### config.mk
export PLATFORM = sky130hd
export DESIGN_NAME = rectangle_round_ctrl
export DESIGN_NICKNAME = d
export VERILOG_FILES = /design/src/rtl/rectangle_pkg.sv /design/src/rtl/rectangle_raddr_gen.sv /design/src/rtl/rectangle_round_ctrl.sv
export SDC_FILE = /design/constraint.sdc
export NUM_CORES = 1
export LEC_CHECK = 0
export CORE_MARGIN = 10
export CORE_UTILIZATION = 40
export DETAILED_ROUTE_END_ITERATION = 10
export GPL_TIMING_DRIVEN = 0
export HOLD_SLACK_MARGIN = 0.06
export PLACE_DENSITY_LB_ADDON = 0.3
export SYNTH_ARGS = -nofsm -noshare
export SYNTH_HDL_FRONTEND = slang
export SYNTH_SLANG_ARGS = --single-unit
### constraint.sdc
create_clock -name Clk -period 4 [get_ports Clk]
set_input_delay 1 -clock Clk [delete_from_list [all_inputs] [get_ports Clk]]
set_output_delay 1 -clock Clk [all_outputs]
set_load 0.02 [all_outputs]
### src/rtl/rectangle_pkg.sv
// Shared RECTANGLE-128 constants and controller state encoding.
package rectangle_pkg;
  localparam int NR = 25;
  localparam int AW = 5;
  localparam int KW = 64;

  typedef enum logic [2:0] {
    IDLE, FLUSH, KLOAD, KEXP, RUN, DONE
  } rect_state_t;
endpackage

### src/rtl/rectangle_raddr_gen.sv
// Round-key read address and round strobes; forward order for encrypt, reverse for decrypt.
module rectangle_raddr_gen
  import rectangle_pkg::*;
(
  input  logic          run,
  input  logic [AW-1:0] rcnt,
  input  logic          enc_q,
  output logic [AW-1:0] raddr,
  output logic          dp_round,
  output logic          dp_last
);
  always_comb begin
    raddr    = '0;
    dp_round = 1'b0;
    dp_last  = 1'b0;
    if (run) begin
      if (rcnt == AW'(NR + 1)) begin
        dp_last = 1'b1;
        raddr   = enc_q ? AW'(NR) : '0;
      end else if (rcnt != '0) begin
        dp_round = 1'b1;
        raddr    = enc_q ? (rcnt - AW'(1)) : (AW'(NR) - (rcnt - AW'(1)));
      end
    end
  end
endmodule

### src/rtl/rectangle_round_ctrl.sv
// RECTANGLE-128 sequencer: key-cache check, round-key expansion, then load/rounds/final XOR.
module rectangle_round_ctrl
  import rectangle_pkg::*;
(
  input  logic          Clk,
  input  logic          RstN,
  input  logic          Enable,
  input  logic          Encrypt,
  input  logic [KW-1:0] key0,
  input  logic [KW-1:0] key1,
  output logic          ks_load,
  output logic          ks_step,
  input  logic [KW-1:0] ks_subkey,
  output logic          flush,
  output logic          WE,
  output logic [AW-1:0] WAddr,
  output logic [KW-1:0] KeyIn,
  output logic          skey_ready,
  output logic [AW-1:0] RAddr,
  output logic          dp_load,
  output logic          dp_round,
  output logic          dp_last,
  output logic          cipherReady
);
  rect_state_t     state, nxt;
  logic [2*KW-1:0] key_q;
  logic            enc_q;
  logic [AW-1:0]   wcnt, rcnt;
  logic            hit;

  assign hit = skey_ready && ({key1, key0} == key_q);

  always_ff @(posedge Clk or negedge RstN) begin
    if (!RstN) begin
      state      <= IDLE;
      key_q      <= '0;
      enc_q      <= 1'b0;
      skey_ready <= 1'b0;
      wcnt       <= '0;
      rcnt       <= '0;
    end else begin
      state <= nxt;
      case (state)
        IDLE:  if (Enable) enc_q <= Encrypt;
        FLUSH: begin
          skey_ready <= 1'b0;
          key_q      <= {key1, key0};
        end
        KLOAD: wcnt <= '0;
        KEXP: begin
          if (wcnt == AW'(NR)) begin
            if (Enable) skey_ready <= 1'b1;
            wcnt <= '0;
          end else begin
            wcnt <= wcnt + AW'(1);
          end
        end
        RUN:   rcnt <= (rcnt == AW'(NR + 1)) ? '0 : rcnt + AW'(1);
        default: ;
      endcase
      // An abort returns to IDLE with clean counters; the cache flag is untouched.
      if (!Enable) begin
        wcnt <= '0;
        rcnt <= '0;
      end
    end
  end

  always_comb begin
    nxt = state;
    case (state)
      IDLE:  if (Enable) nxt = hit ? RUN : FLUSH;
      FLUSH: nxt = KLOAD;
      KLOAD: nxt = KEXP;
      KEXP:  if (wcnt == AW'(NR)) nxt = RUN;
      RUN:   if (rcnt == AW'(NR + 1)) nxt = DONE;
      DONE:  nxt = DONE;
      default: nxt = IDLE;
    endcase
    if (state != IDLE && !Enable) nxt = IDLE;
  end

  assign flush       = (state == FLUSH);
  assign ks_load     = (state == KLOAD);
  assign WE          = (state == KEXP);
  assign WAddr       = (state == KEXP) ? wcnt : '0;
  assign ks_step     = (state == KEXP) && (wcnt < AW'(NR));
  assign KeyIn       = ks_subkey;
  assign dp_load     = (state == RUN) && (rcnt == '0);
  assign cipherReady = (state == DONE);

  rectangle_raddr_gen u_raddr (
    .run      (state == RUN),
    .rcnt     (rcnt),
    .enc_q    (enc_q),
    .raddr    (RAddr),
    .dp_round (dp_round),
    .dp_last  (dp_last)
  );
endmodule

======== Word-level counts from Yosys, hierarchy flattened ========
Cells that the tools add are included.
storage, ports and cells
  register bits after elaboration ......... 143
  output and inout port bits .............. 83
  word-level logic and storage cells ...... 65
cells by class
  add/sub/neg operators ................... 4
  $lt $le $gt $ge ......................... 1
  eq/ne operators ......................... 15
  muxes and demuxes ....................... 26
  reduce and logical (&&, ||, !) cells .... 13
operator list
  kind                                                 number
  equality test 128 bit                                1
  2-to-1 mux 5 bit                                     11
  case mux 3 bit (6 select lines)                      1
  2-to-1 mux 3 bit                                     5
  adder 5 x 1 -> 5 bit, second input constant          2
  equality test 5 bit, second input constant           2
  case mux 5 bit (2 select lines)                      1
  2-to-1 mux 1 bit                                     7
  equality test 3 x 2 -> 1 bit, second input constant  2
  equality test 3 bit, second input constant           2
  != test 3 x 1 -> 1 bit, second input constant        2
  != test 3 bit, second input constant                 2
  AND reduction 3 bit                                  2
  logical NOT 5 bit                                    1
  < comparator 5 bit, second input constant            1
  nonzero test 5 bit                                   1
  subtractor 5 x 1 -> 5 bit, second input constant     1
  subtractor 5 bit, first input constant               1
  logical AND 1 bit                                    4
  != test 2 x 1 -> 1 bit, second input constant        2
  equality test 3 x 1 -> 1 bit, second input constant  1
  logical NOT 3 bit                                    1
  nonzero test 3 bit                                   1
  != test 2 bit, second input constant                 1
  4 further kinds                                      4

======== Depth between registers and ports, before layout ========
  depth after elaboration ................. 6
  depth in mapped cells ................... 8

======== Modules after synthesis ========
A second synthesis with hierarchy kept.
second synthesis, totals
  cell total of the unflattened synthesis .. 733
  area total of the unflattened synthesis .. 7,995.2 um^2
by module, submodules not included
  module                times used  cells an instance  area an instance (um^2)  seq. area each (um^2)
  rectangle_round_ctrl  1           690                7,674.9                  3,578.4
  rectangle_raddr_gen   1           43                 320.3                    0.0

======== Worst setup path before layout ========
No wires, ideal clock.
  kind .................................... reg-to-output
  start point ............................. register rcnt[0]
  end point ............................... output port RAddr[2]
  arrival ................................. 1.762 ns
  data required time ...................... 3.000 ns
  path slack .............................. 1.238 ns
  stages on the path, launching flop included .. 7
  cell sequence ........................... dfrtp_1 > inv_1 > ha_1 > and4b_1 > nor2_1 > nand3_1 > a211oi_1
on the way
  longest elaborated chain between the ends .. 6
  elaborated cells between the ends (all ways) .. 8
  those cells by class .................... 2 x add/sub; 1 x eq/ne; 4 x mux; 1 x reduce/logical
ends and longest elaborated chain
  what                       line                        text
  start, declared            rectangle_round_ctrl.sv:28  logic [AW-1:0] wcnt, rcnt;
  start signal, assigned     rectangle_round_ctrl.sv:58  RUN: rcnt <= (rcnt == AW'(NR + 1)) ? '0 : rcnt + AW'(1);
  subtractor 5 x 1 -> 5 bit  rectangle_raddr_gen.sv:22   raddr = enc_q ? (rcnt - AW'(1)) : (AW'(NR) - (rcnt - AW'(1)));
  subtractor 5 bit           rectangle_raddr_gen.sv:22
  2-to-1 mux 5 bit           rectangle_raddr_gen.sv:22
  2-to-1 mux 5 bit           rectangle_raddr_gen.sv:20   end else if (rcnt != '0) begin
  2-to-1 mux 5 bit *         rectangle_raddr_gen.sv:17   if (rcnt == AW'(NR + 1)) begin
  2-to-1 mux 5 bit *         rectangle_raddr_gen.sv:16   if (run) begin
  end, declared              rectangle_round_ctrl.sv:19  output logic [AW-1:0] RAddr,
Every way passes the cells marked *; elsewhere a longest branch is shown, timed or not.

======== Worst setup path in the final report ========
  start point ............................. register rcnt[0]
  end point ............................... output port RAddr[3]
The elaborated chain is that of the path after synthesis.

==> qor.csv <==
stage;metric;value;unit
worst_hold_path;Worst Hold Path Cells;1;
worst_setup_path;Crit path arrival time;2750;ps
sta;Hold WS;502;ps
yosys;Post-Synthesis Cells;734;
floorplanning;Initial Utilization;0.407;
power_and_ir_drop;Max IR drop VDD;0.341;mV
sta;Fin. Hold Viols;0;
cts;hold_buf cts;0;
place;Place WS;536;ps
yosys;synth top area cells;dfrtp_1, mux2_2, buf_4;
place;RD Place Congestion;0.830;
yosys;post-synthesis sequential area ratio;0.451;
global_routing;Overflow after GRT;0;
power_and_ir_drop;Leakage Power;0.00469;uW
yosys;synth warn;0;
cts;CTS tree;done;
cts;CTS max path bufs;2;
layout;Area Overhead vs Synth;39.7;%
job;Max Cap Viol;0;
global_routing;largest net degree at the start of global routing;85;
power_and_ir_drop;Power Dens Cells;424;mW/mm2
yosys;Commonest cells post-synth;dfrtp_1, mux2_2, buf_4, xor2_1, inv_1;
place;Port Buffers;214;
yosys;number of flops mapped to enable cells by yosys;0;
power_and_ir_drop;Internal Power;3440;uW
cts;htree depth;4;
status;run status;finished, final reports clean;
cts;post-CTS setup buffers;0;
yosys;ys async rst share;1.00;
global_routing;Total GRT Usage;0.178;
sta;Least-Margin Pin Slew;824;ps
layout;layout cells sized above 1;0.221;
worst_setup_path;critical path fanouts, max;7;
routing;drt drc;0;
yosys;most common cell in the netlist;dfrtp_1;
power_and_ir_drop;switching portion of total power;0.266;
yosys;Syn Area/Cell;10.8;um2
routing;Detailed Routing Iterations Pass 1;4;
floorplanning;Die Width;161;um
power_and_ir_drop;Net Sw Power;1250;uW
floorplanning;Core Rows;51;
worst_setup_path;reg2reg path depth;5;
yosys;post-synthesis sequential element count;143;
global_routing;first-pass GRT wire length;36100;um
yosys;ys flop type;dfrtp_1;
worst_setup_path;Setup crit start kind;register;
yosys;syn nets;937;
worst_hold_path;worst hold path class;register to register;
routing;post-DR wirelength/cell;18.7;um
yosys;Yosys top cell area share;0.451;
power_and_ir_drop;sequential share of power;0.405;
cts;CTS Sinks;143;
sta;RSZ-0062 raised after global routing;false;
yosys;Netlist cell types;51;
cts;clock root cell;clkbuf_16;
floorplanning;Die Height;161;um
sta;Final Critical Period;3750;ps
sta;Final Skew;6.59;ps
place;DPL Wire Length;18200;um
global_routing;vias in the first global route;6423;
sta;Pins Over Slew Limit;0;
routing;DR vias;6131;
floorplanning;CORE AREA;0.0195;mm2
worst_setup_path;Critical Path RT;3000;ps
layout;nets;1170;
routing;Via density;4.91;
cts;CTS buffer count;17;
floorplanning;total die area;0.0259;mm2
cts;Resized cells post-CTS;0;
sta;PnR worst setup slack;250;ps
sta;Setup violations, final;0;
sta;worst rel slew slack;0.437;
routing;Total Wirelength;23300;um
worst_setup_path;critical path capture point type;output port;
power_and_ir_drop;clock power share;0.363;
global_routing;initial antenna violation count;2;
routing;DR iter-0 viols;301;
cts;Clock Latency Late Sink;420;ps
yosys;Cell Area, Synth;0.00793;mm2
sta;Final TNS setup;0;ps
floorplanning;I/O pin total;279;
sta;period utilisation layout;0.938;
power_and_ir_drop;Logic pwr share;0.233;
cts;Clock transition at path regs;60;ps
routing;Post-DRT Antenna Nets;0;
worst_setup_path;crit path kind;register to output port;
yosys;Synth area leader;dfrtp_1;
sta;fmax;0.267;GHz
[layout make-up]
type / instances / area (um2)
clock buffers: 22 / 474
plain buffers: 88 / 604
inverters: 48 / 180
multi-input cells: 454 / 3570
fillers: 1676 / 8390
clock inverters: 10 / 159
repair buffers: 215 / 2170
flip-flops and latches: 143 / 3580
diodes: 3 / 7.51
well taps: 265 / 332
[cells by family (layout without fill, tap and decap cells)]
logic type | count (synthesis) | count (layout) | synth area share
AOI/OAI and AO/OA | 90 | 90 | 0.0775
xor gates and xnor gates | 77 | 77 | 0.0851
adders and majority gates | 7 | 7 | 0.0110
buffers and inverters | 137 | 383 | 0.0994
DFF | 143 | 143 | 0.451
muxes | 109 | 109 | 0.155
other | 0 | 3 | 0
and+or+nand+nor | 171 | 171 | 0.121
[worst max-delay path: stages (launching register included)]
cell,delay [ps]
dfrtp_1,450
inv_1,130
ha_1,240
xnor2_1,300
ha_1,230
nand3b_1,70
o21ai_0,90
a22oi_1,110
nor2_1,100
clkdlybuf4s50_1,610
[cells in the final DEF (no fill, tap or decap), types with 4 or more instances in the layout]
cell type,netlist,routed
xnor2_1,29,29
nand2_1,33,33
buf_4,70,70
xor2_1,48,48
ha_1,7,7
o21ai_0,30,30
nand4_1,15,15
and3_1,9,9
nor2_1,18,18
o22ai_1,15,15
dfrtp_1,143,143
bufinv_16,0,4
a2111oi_0,11,11
inv_1,47,47
mux2_1,10,10
a21oi_1,8,8
buf_2,9,9
clkbuf_16,0,17
mux2_2,99,99
nand3_1,7,7
nor3_1,10,10
nor2b_1,42,42
clkbuf_1,10,11
nand2b_1,4,4
nor4_1,17,17
clkdlybuf4s50_1,0,213
[path summary, 6_finish.rpt]
| check | start | to | slack, ps |
|---|---|---|---|
| worst min-delay path | key_q[98] | key_q[98] | 500 |
| max in group asynchronous | RstN | key_q[98] | 2580 |
| worst max register to register | state[0] | key_q[100] | 1800 |
| worst max-delay path | rcnt[0] | RAddr[3] | 250 |
| min in group asynchronous | RstN | rcnt[1] | 640 |
| worst min register to register | key_q[98] | key_q[98] | 500 |
[state kept, by name (all words and copies together), names as in the netlist]
| signal | cells |
|---|---|
| state | 3 |
| enc_q | 1 |
| wcnt | 5 |
| rcnt | 5 |
| skey_ready | 1 |
| key_q | 128 |
[stage by stage]
step,std cells,cell area (um2),util,power (uW)
2_1_floorplan,734,7930,-,2580
3_3_place_gp,1213,10400,0.534,2990
3_5_place_dp,1214,10400,0.536,3030
4_1_cts,1246,11100,0.568,4740
5_1_grt,1245,11100,0.569,4940
6_report,1248,11100,0.569,4690
[power groups by stage]
stage | Combinational [uW] | Clock, uW | Sequential [uW]
global placement | 1080 | 0 | 1910
finish | 1090 | 1700 | 1900
floorplan | 696 | 0 | 1880
global route | 1190 | 1810 | 1940
detailed placement | 1100 | 0 | 1920
CTS | 1110 | 1730 | 1900
[routing by layer]
layer	vias up	track usage	share of wire
met5	-	0	0
met3	17	0.0611	0.075
met2	204	0.295	0.48
met1	2944	0.215	0.43
li1	2966	-	-
met4	0	0.0505	0.013
Power figures use the tool's default switching activity.
==> RTL change (same settings) <==
Register the output `cipherReady`, without a reset; this adds one clock of latency there. The other outputs are not delayed to match.
--- a/src/rtl/rectangle_round_ctrl.sv
+++ b/src/rtl/rectangle_round_ctrl.sv
@@ -87,7 +87,9 @@
   assign ks_step     = (state == KEXP) && (wcnt < AW'(NR));
   assign KeyIn       = ks_subkey;
   assign dp_load     = (state == RUN) && (rcnt == '0);
-  assign cipherReady = (state == DONE);
+  always_ff @(posedge Clk) begin
+    cipherReady <= (state == DONE);
+  end
 
   rectangle_raddr_gen u_raddr (
     .run      (state == RUN),
Formal check against the unedited RTL: same outputs for any inputs over 10 cycles, from zero or initial values and one cycle with RstN low; that may be too few to reach the edited logic, so the function may still have changed.
==> RTL change against the original RTL <==
Sequential cell count is 1 higher. Total power grew 4.8%. Global-route usage increased by 0.55 points. Sequential share of layout area decreased by 0.092 points. Synthesized area is 0.25% higher. Wire length increased by 3.7%. Final area grew 0.85%. Worst setup slack better by 0.024 ns. Utilization grew 0.29 points.
==> RTL change: results (changes against the original RTL) <==
[outcome]
status = finished, final reports clean

[placed_design]
place_hpwl_um = 18600  ; +2.3%
place.gp.congestion = 0.829  ; about the same
place_inst = 1215  ; +0.082%
dpl_cell_area_mm2 = 0.0105  ; +0.19%
pre_cts_slack_ns = 0.549  ; +0.0133 ns

[pwr]
p_comb_share_pct = 22.5  ; -0.8 points
clockPowerShare_pct = 38.7  ; +2.4 points
p_leak_nw = 4.73  ; +0.82%
p_int_mw = 3.65  ; +5.9%

[finish]
drive_above_1_share_pct = 22.1  ; -0.023 points
fill_cells = 1752  ; +4.5%

[logic_synthesis]
synth_cell_type_count = 52  ; +2.0%
syn-num-nets = 938  ; +0.11%
seq_area_frac_synth_pct = 45.3  ; +0.14 points
ys_top_cells_by_area = dfrtp_1 (45%), mux2_2 (14%), buf_4 (6.6%)
syn_inst = 735  ; +0.14%
async_reset_ff_share_pct = 99.3  ; -0.69 points

[global_routing]
grtUsageMet1_pct = 21.8  ; +0.21 points
use_met3_pct = 6.61  ; +0.50 points
met2_usage_pct = 31.1  ; +1.6 points
grt_pass1_vias = 6534  ; +1.7%
antenna_found_initial = 5  ; +3
grt_max_degree = 92  ; +8.2%

[sta]
fin_worst_skew_ns = 0.00938  ; +0.00279 ns
slew_headroom_pct = 42.5  ; -1.2 points

[route]
finalWirelength_um = 24200  ; +3.7%
dr_wl_met2_um = 11900  ; +5.4%
first_pass_iters = 5  ; +1

[worst_setup_path]
crit_arrival_ns = 2.73  ; -0.02 ns

## RTL change: changes by cell type after synthesis, sizes merged
cell / delta
dfxtp: +1
## RTL change: cells by family after synthesis
kind of cell,after synthesis,synth area share [%]
and+or+nand+nor,171,12.1
DFF,144,45.3
buffers and inverters,137,9.92
muxes,109,15.4
AOI/OAI and AO/OA,90,7.73
xor gates and xnor gates,77,8.48
adders and majority gates,7,1.10
## RTL change: critical path, delay by kind of cell, from the launching register on
kind	cells	cell delay, ns
flops	1	0.45
buf+inv	2	0.74
xor+xnor	1	0.28
compound gates	2	0.18
fa+ha+maj	2	0.47
simple gates	2	0.17
## RTL change: layout make-up
type | count | area share, %
timing repair buffer | 215 | 19.4
buffer | 88 | 5.41
clock inverter | 10 | 2.06
tap | 265 | 2.97
clock buffer | 22 | 4.25
antenna | 4 | 0.0896
sequential | 144 | 32.2
inverter | 48 | 1.61
multi-input combinational | 454 | 32.0
## RTL change: final timing paths
kind | start | slack [ns] | to | cells past startpoint
max | rcnt[0]$_DFFE_PN0P_ | 0.27 | RAddr[3] | 9
min in group asynchronous | RstN | 0.54 | key_q[15]$_DFFE_PN0P_ | 1
min | key_q[34]$_DFFE_PN0P_ | 0.49 | key_q[34]$_DFFE_PN0P_ | 1
max in group asynchronous | RstN | 2.63 | key_q[11]$_DFFE_PN0P_ | 2
min reg2reg | key_q[34]$_DFFE_PN0P_ | 0.49 | key_q[34]$_DFFE_PN0P_ | 1
max reg2reg | state[0]$_DFFE_PN0P_ | 1.81 | key_q[23]$_DFFE_PN0P_ | 5
## RTL change: timing repair
action,4_1_cts,5_1_grt
setup endpoints to repair,0,5
resized for setup,0,1
hold buffers,0,0
setup buffers,0,0
